--- src/rtl/device_event_tx.sv ---
// Device event transmitter: turns per-device level changes into a
// round-robin stream of one-cycle on/off event strobes with a running count.
module device_event_tx #(
    parameter int N_DEV = 8,
    parameter int ID_W  = 3,
    parameter int CNT_W = 4
) (
    input  logic             clk,
    input  logic             rst,
    input  logic [N_DEV-1:0] dev_active,
    input  logic             enable,
    output logic             change,
    output logic             on_off,
    output logic [ID_W-1:0]  dev_id,
    output logic [CNT_W-1:0] active_cnt,
    output logic             idle
);

    localparam int IDX_W = ID_W + 1;

    logic [N_DEV-1:0] dev_q;
    logic [N_DEV-1:0] reported;
    logic [N_DEV-1:0] pending;
    logic [ID_W-1:0]  ptr;
    logic [ID_W-1:0]  sel;
    logic [ID_W-1:0]  ptr_next;
    logic [IDX_W-1:0] idx;
    logic             found;
    logic             issue;

    assign pending = dev_q ^ reported;
    assign issue   = enable & found;

    // Round-robin pick: first pending device at or above ptr, wrapping.
    always_comb begin
        found = 1'b0;
        sel   = '0;
        idx   = '0;
        for (int i = 0; i < N_DEV; i++) begin
            idx = {1'b0, ptr} + IDX_W'(i);
            if (idx >= IDX_W'(N_DEV)) begin
                idx = idx - IDX_W'(N_DEV);
            end
            if (!found && pending[idx[ID_W-1:0]]) begin
                found = 1'b1;
                sel   = idx[ID_W-1:0];
            end
        end
    end

    // Pointer restarts just past the device that was served.
    always_comb begin
        if (sel == ID_W'(N_DEV - 1)) begin
            ptr_next = '0;
        end else begin
            ptr_next = sel + ID_W'(1);
        end
    end

    // Idle whenever every device's level has already been reported.
    always_comb begin
        idle = ~|pending;
    end

    // Input capture, event issue and active-count bookkeeping.
    always_ff @(posedge clk or negedge rst) begin
        if (!rst) begin
            dev_q      <= '0;
            reported   <= '0;
            ptr        <= '0;
            change     <= 1'b0;
            on_off     <= 1'b0;
            dev_id     <= '0;
            active_cnt <= '0;
        end else begin
            dev_q  <= dev_active;
            change <= 1'b0;
            if (issue) begin
                change        <= 1'b1;
                on_off        <= dev_q[sel];
                dev_id        <= sel;
                reported[sel] <= dev_q[sel];
                ptr           <= ptr_next;
                if (dev_q[sel]) begin
                    if (active_cnt != CNT_W'(N_DEV)) begin
                        active_cnt <= active_cnt + CNT_W'(1);
                    end
                end else if (active_cnt != '0) begin
                    active_cnt <= active_cnt - CNT_W'(1);
                end
            end
        end
    end

endmodule

--- config.mk ---
export PLATFORM = sky130hd
export DESIGN_NAME = device_event_tx
export DESIGN_NICKNAME = d
export VERILOG_FILES = /design/src/rtl/device_event_tx.sv
export SDC_FILE = /design/constraint.sdc
export NUM_CORES = 1
export LEC_CHECK = 0
export CORE_AREA = 5 5 70 72
export DETAILED_ROUTE_END_ITERATION = 12
export DIE_AREA = 0 0 75 77
export DONT_BUFFER_PORTS = 1
export PLACE_DENSITY = 0.67
export SYNTH_ARGS = -nofsm -noshare
export SYNTH_HDL_FRONTEND = slang
export SYNTH_SLANG_ARGS = --single-unit
--- constraint.sdc ---
create_clock -name clk -period 15 [get_ports clk]
set_input_delay 3 -clock clk [delete_from_list [all_inputs] [get_ports clk]]
set_output_delay 3 -clock clk [all_outputs]
set_load 0.05 [all_outputs]
[Yosys cells after proc, flatten, opt, wreduce, memory -nomap -nowiden]
Index checks and enable logic that the tools add are counted.
Word-level totals
  bits in registers: 28
  bits in latches: 0
  bits in writable memories: 0
  ROM bits: 0
  input bits: 11
  output and inout bits: 10
  logic and storage cells: 118
  memories: 0
Cells by class
  add/sub/neg operators: 18
  multipliers: 0
  div/mod/pow operators: 0
  $lt $le $gt $ge: 18
  eq/ne operators: 3
  shift operators: 0
  muxes and demuxes: 50
  bitwise logic cells: 2
  reduce and logical (&&, ||, !) cells: 20
Operators by type and width (count)
  $mux 3: 17
  $lt 3x4->1 const B: 9
  $ge 4x4->1 const B: 7
  $bmux 1 s3: 9
  $sub 3x1->3 const B: 8
  $mux 1: 19
  $add 3x3->4 const B: 4
  $mux 4: 3
  $add 3x2->4 const B: 2
  $bwmux 8: 1
  $logic_and 1x1->1: 8
  $logic_not 1->1: 8
  $reduce_or 8->1: 1
  $xor 8x8->8: 1
  $add 3x1->4 const B: 1
  $add 4x1->4 const B: 1
  $ge 3x4->1 const B: 1
  $ne 4x4->1 const B: 1
  $reduce_bool 4->1: 1
  $sub 4x1->4 const B: 1
  $add 3x1->3 const B: 1
  $demux 1 s3: 1
  $eq 3x3->1 const B: 1
  $ge 3x1->1 const B: 1
  4 further kinds: 4

[Longest topological paths before layout]
  depth in word-level cells: 31
  gate-level depth with buffers: 21
  gate-level depth less buffers: 18

[Least setup slack after synthesis]
OpenSTA, ideal clock, no wires.
  path kind: register -> output
  start: register, netlist name ptr[0]
  end: output idle
  data arrival time: 2.965 ns
  required time: 12.000 ns
  slack: 9.035 ns
  cell stages (with the launch flop): 11
  path buffers: 3
  cells stage by stage: dfrtp_1 buf_2 inv_1 buf_2 ha_1 xor2_1 mux4_2 mux2i_1 and3_1 buf_4 and4bb_1
RTL lines
  to (decl): line 16  | output logic idle

==> impl_metrics.json <==
{
  "synth_warnings": 0,
  "yosysTopAreaCellShare_pct": 32.07,
  "synth_enable_flop_cells": 0,
  "met2WireLength_um": 2445,
  "worst_path_dominant_cell_family": "simple AND/OR/NAND/NOR gates",
  "clk-insertion-delay-late_ps": 280,
  "crit_path_start_kind": "flop",
  "clock_transition_at_the_registers_of_the_reported_paths_ps": 90,
  "setup_viol": 0,
  "syn-cell-area_um2": 2185,
  "cts_root_buffer": "sky130_fd_sc_hd__clkbuf_8",
  "max_stage_delay_ps": 780,
  "critical_path_class": "reg -> out",
  "hp-class": "reg -> reg",
  "synth_area_per_cell_um2": 10.11,
  "drc_violations_left": 0,
  "die-width_um": 75,
  "wl_met1_um": 2114,
  "layout-area-overhead-vs-synth_pct": 3.838,
  "postCtsHoldBufs": 0,
  "postRouteAntennaNets": 0,
  "period_minus_slack_ps": 7050,
  "post_drt_wl_per_cell_um": 18.51,
  "postCtsSetupBuffers": 0,
  "overflow": 0,
  "io_buffers": 0,
  "detail_route.first_pass.iterations": 4,
  "gr-usage-all-layers_pct": 18.33,
  "initial_standard_cell_utilization_of_the_core_pct": 51.60,
  "dieHeight_um": 77,
  "final_layout_size_suffix_gt1_share_pct": 16.27,
  "design.core.area_um2": 4234,
  "synth_top_cells_by_area": "sky130_fd_sc_hd__dfrtp_1 (32%), sky130_fd_sc_hd__mux4_2 (11%), sky130_fd_sc_hd__mux2_2 (6.2%)",
  "first_pass_grt_wire_length_um": 8307,
  "synth_simple_gate_area_share_pct": 15.23,
  "crit_path_top_delay_cell": "sky130_fd_sc_hd__dfrtp_1",
  "post-route-period-util_pct": 47.00,
  "synth_compound_area_share_pct": 17.12,
  "first_iter_violations": 112,
  "vias": 1683,
  "max-slew-margin-rel_pct": 45.43,
  "post-route-util_pct": 53.58,
  "synth_top_family_by_area": "multiplexers",
  "worst-path-buf-inv": 1,
  "finalClockSkew_ps": 4.060,
  "fraction_of_registers_with_async_set_or_reset_after_synthesis_pct": 100.0,
  "routed.top_layer": "met4",
  "final_number_of_max_transition_violations": 0,
  "worst-endpoint-arrival_ps": 4050,
  "post-place-ws_ps": 8290,
  "maxCapViolCount": 0,
  "met3RoutedLength_um": 169,
  "yosys_top_cell_by_area": "sky130_fd_sc_hd__dfrtp_1",
  "postSynthNetCount": 231,
  "antenna_found_initial": 0,
  "worstPathRequired_ps": 12000,
  "vias_per_cell": 6.448,
  "synthXorXnorAreaFrac_pct": 6.357,
  "post_synth_num_cell_types": 58,
  "worst_setup_path_end_kind": "output pin",
  "num_antenna_cells": 0,
  "synth_seq_area_share_pct": 32.07,
  "path_cells": "inv_1 > ha_1 > xor2_1 > mux4_2 > mux2i_1 > and3_1 > and4bb_1",
  "route.final.wire_length_um": 4831,
  "largest_net_degree_at_the_start_of_global_routing": 29,
  "synthMuxAreaShare_pct": 23.14,
  "max_freq_mhz": 141.9,
  "post_cts_resized": 0,
  "path_max_fanout": 17,
  "row_count": 24,
  "rsz0062_at_grt": "false",
  "postSynth.topFlopCell": "sky130_fd_sc_hd__dfrtp_1",
  "cts-buffers-inserted": 3,
  "finalHoldViolations": 0,
  "htreeDepth": 1,
  "mostFrequentLayoutCells": "sky130_fd_sc_hd__dfrtp_1 (28), sky130_fd_sc_hd__nor2_1 (17), sky130_fd_sc_hd__nand2_1 (13), sky130_fd_sc_hd__mux2_2 (12)",
  "max_slew.worst_pin.slew_ps": 818.5,
  "fin_ws_ps": 7950,
  "most_frequent_standard_cell_in_the_layout_excluding_fill_and_tap_cells": "sky130_fd_sc_hd__dfrtp_1",
  "outcome": "finished clean",
  "ys_ff_latch": 28,
  "io-pin-count": 21,
  "accumulated_negative_setup_slack_ps": 0,
  "yosys.area_share.adder_pct": 2.291,
  "place_hpwl_um": 3733,
  "syn-instance-count": 216,
  "max-clock-path-buffers": 2,
  "first_global_vias": 1729,
  "n_fill_cell": 375,
  "cts_tree": "built",
  "clock_sinks": 28,
  "final_weighted_congestion_of_routability_driven_global_placement": 0.8736,
  "dieArea_um2": 5775,
  "net_count_reported_at_finish": 225
}
[final cells by class]
type	instances	area, um^2	share of cell area [%]
Clock buffer	3	41.29	1.820
Sequential cell	28	700.7	30.89
Tap cell	52	65.06	2.868
Inverter	8	30.03	1.324
Clock inverter	1	30.03	1.324
Multi-Input combinational cell	169	1401	61.78
[synthesized netlist by cell type (3+ instances only)]
library cell               number
sky130_fd_sc_hd__mux2_2        12
sky130_fd_sc_hd__buf_2          3
sky130_fd_sc_hd__mux4_2        11
sky130_fd_sc_hd__clkbuf_1       6
sky130_fd_sc_hd__a21oi_1        9
sky130_fd_sc_hd__a21o_1         3
sky130_fd_sc_hd__inv_1          7
sky130_fd_sc_hd__nand2b_1       6
sky130_fd_sc_hd__and3_1         4
sky130_fd_sc_hd__ha_1           4
sky130_fd_sc_hd__nand4_1        3
sky130_fd_sc_hd__nor2_1        17
sky130_fd_sc_hd__xor2_1        11
sky130_fd_sc_hd__dfrtp_1       28
sky130_fd_sc_hd__xnor2_1        3
sky130_fd_sc_hd__a211oi_1       4
sky130_fd_sc_hd__o22ai_1        5
sky130_fd_sc_hd__o21ai_0        7
sky130_fd_sc_hd__nand3_1        4
sky130_fd_sc_hd__nor3_1         5
sky130_fd_sc_hd__mux2i_1        7
sky130_fd_sc_hd__nand2_1       13
[per-layer routing]
layer	vias to the layer above	global-route usage [%]
met5	-	0
met4	0	7.117
li1	800	-
met1	830	23.70
met2	43	30.57
met3	10	2.092
[cells by family (layout without fill, tap and decap cells)]
| group | count (synthesis) | count (layout) |
|---|---|---|
| and+or+nand+nor | 65 | 65 |
| AOI/OAI and AO/OA | 51 | 51 |
| muxes | 34 | 34 |
| DFF | 28 | 28 |
| buffers and inverters | 19 | 12 |
| xor gates and xnor gates | 15 | 15 |
| adders and majority gates | 4 | 4 |
[registers in the layout, summed over array words and instances, names as in the netlist]
| name | count |
|---|---|
| active_cnt | 4 |
| ptr | 3 |
| change | 1 |
| reported | 8 |
| dev_id | 3 |
| on_off | 1 |
| dev_q | 8 |
[path summary, 6_finish.rpt]
path	depth (start not counted)	slack [ps]	startpoint	to
min in group asynchronous	0	2400	rst	active_cnt[3]
worst max register to register	17	8700	ptr[0]	active_cnt[2]
max in group asynchronous	0	12520	rst	reported[0]
worst min register to register	1	530	reported[3]	reported[3]
worst min-delay path	1	530	reported[3]	reported[3]
worst max-delay path	7	7950	ptr[0]	idle
[stage by stage]
| step | instance area [um^2] | hold slack [ps] | std cells |
|---|---|---|---|
| 6_report | 2268 | 534.8 | 261 |
| 5_1_grt | 2268 | 555.0 | 261 |
| 4_1_cts | 2268 | 536.1 | 261 |
| 3_5_place_dp | 2197 | 514.8 | 257 |
| 3_3_place_gp | 2197 | 509.8 | 257 |
| 2_1_floorplan | 2185 | 499.7 | 216 |
Power is not shown: default switching activity piles up to over one toggle a cycle in this logic, so the estimate is an artifact.
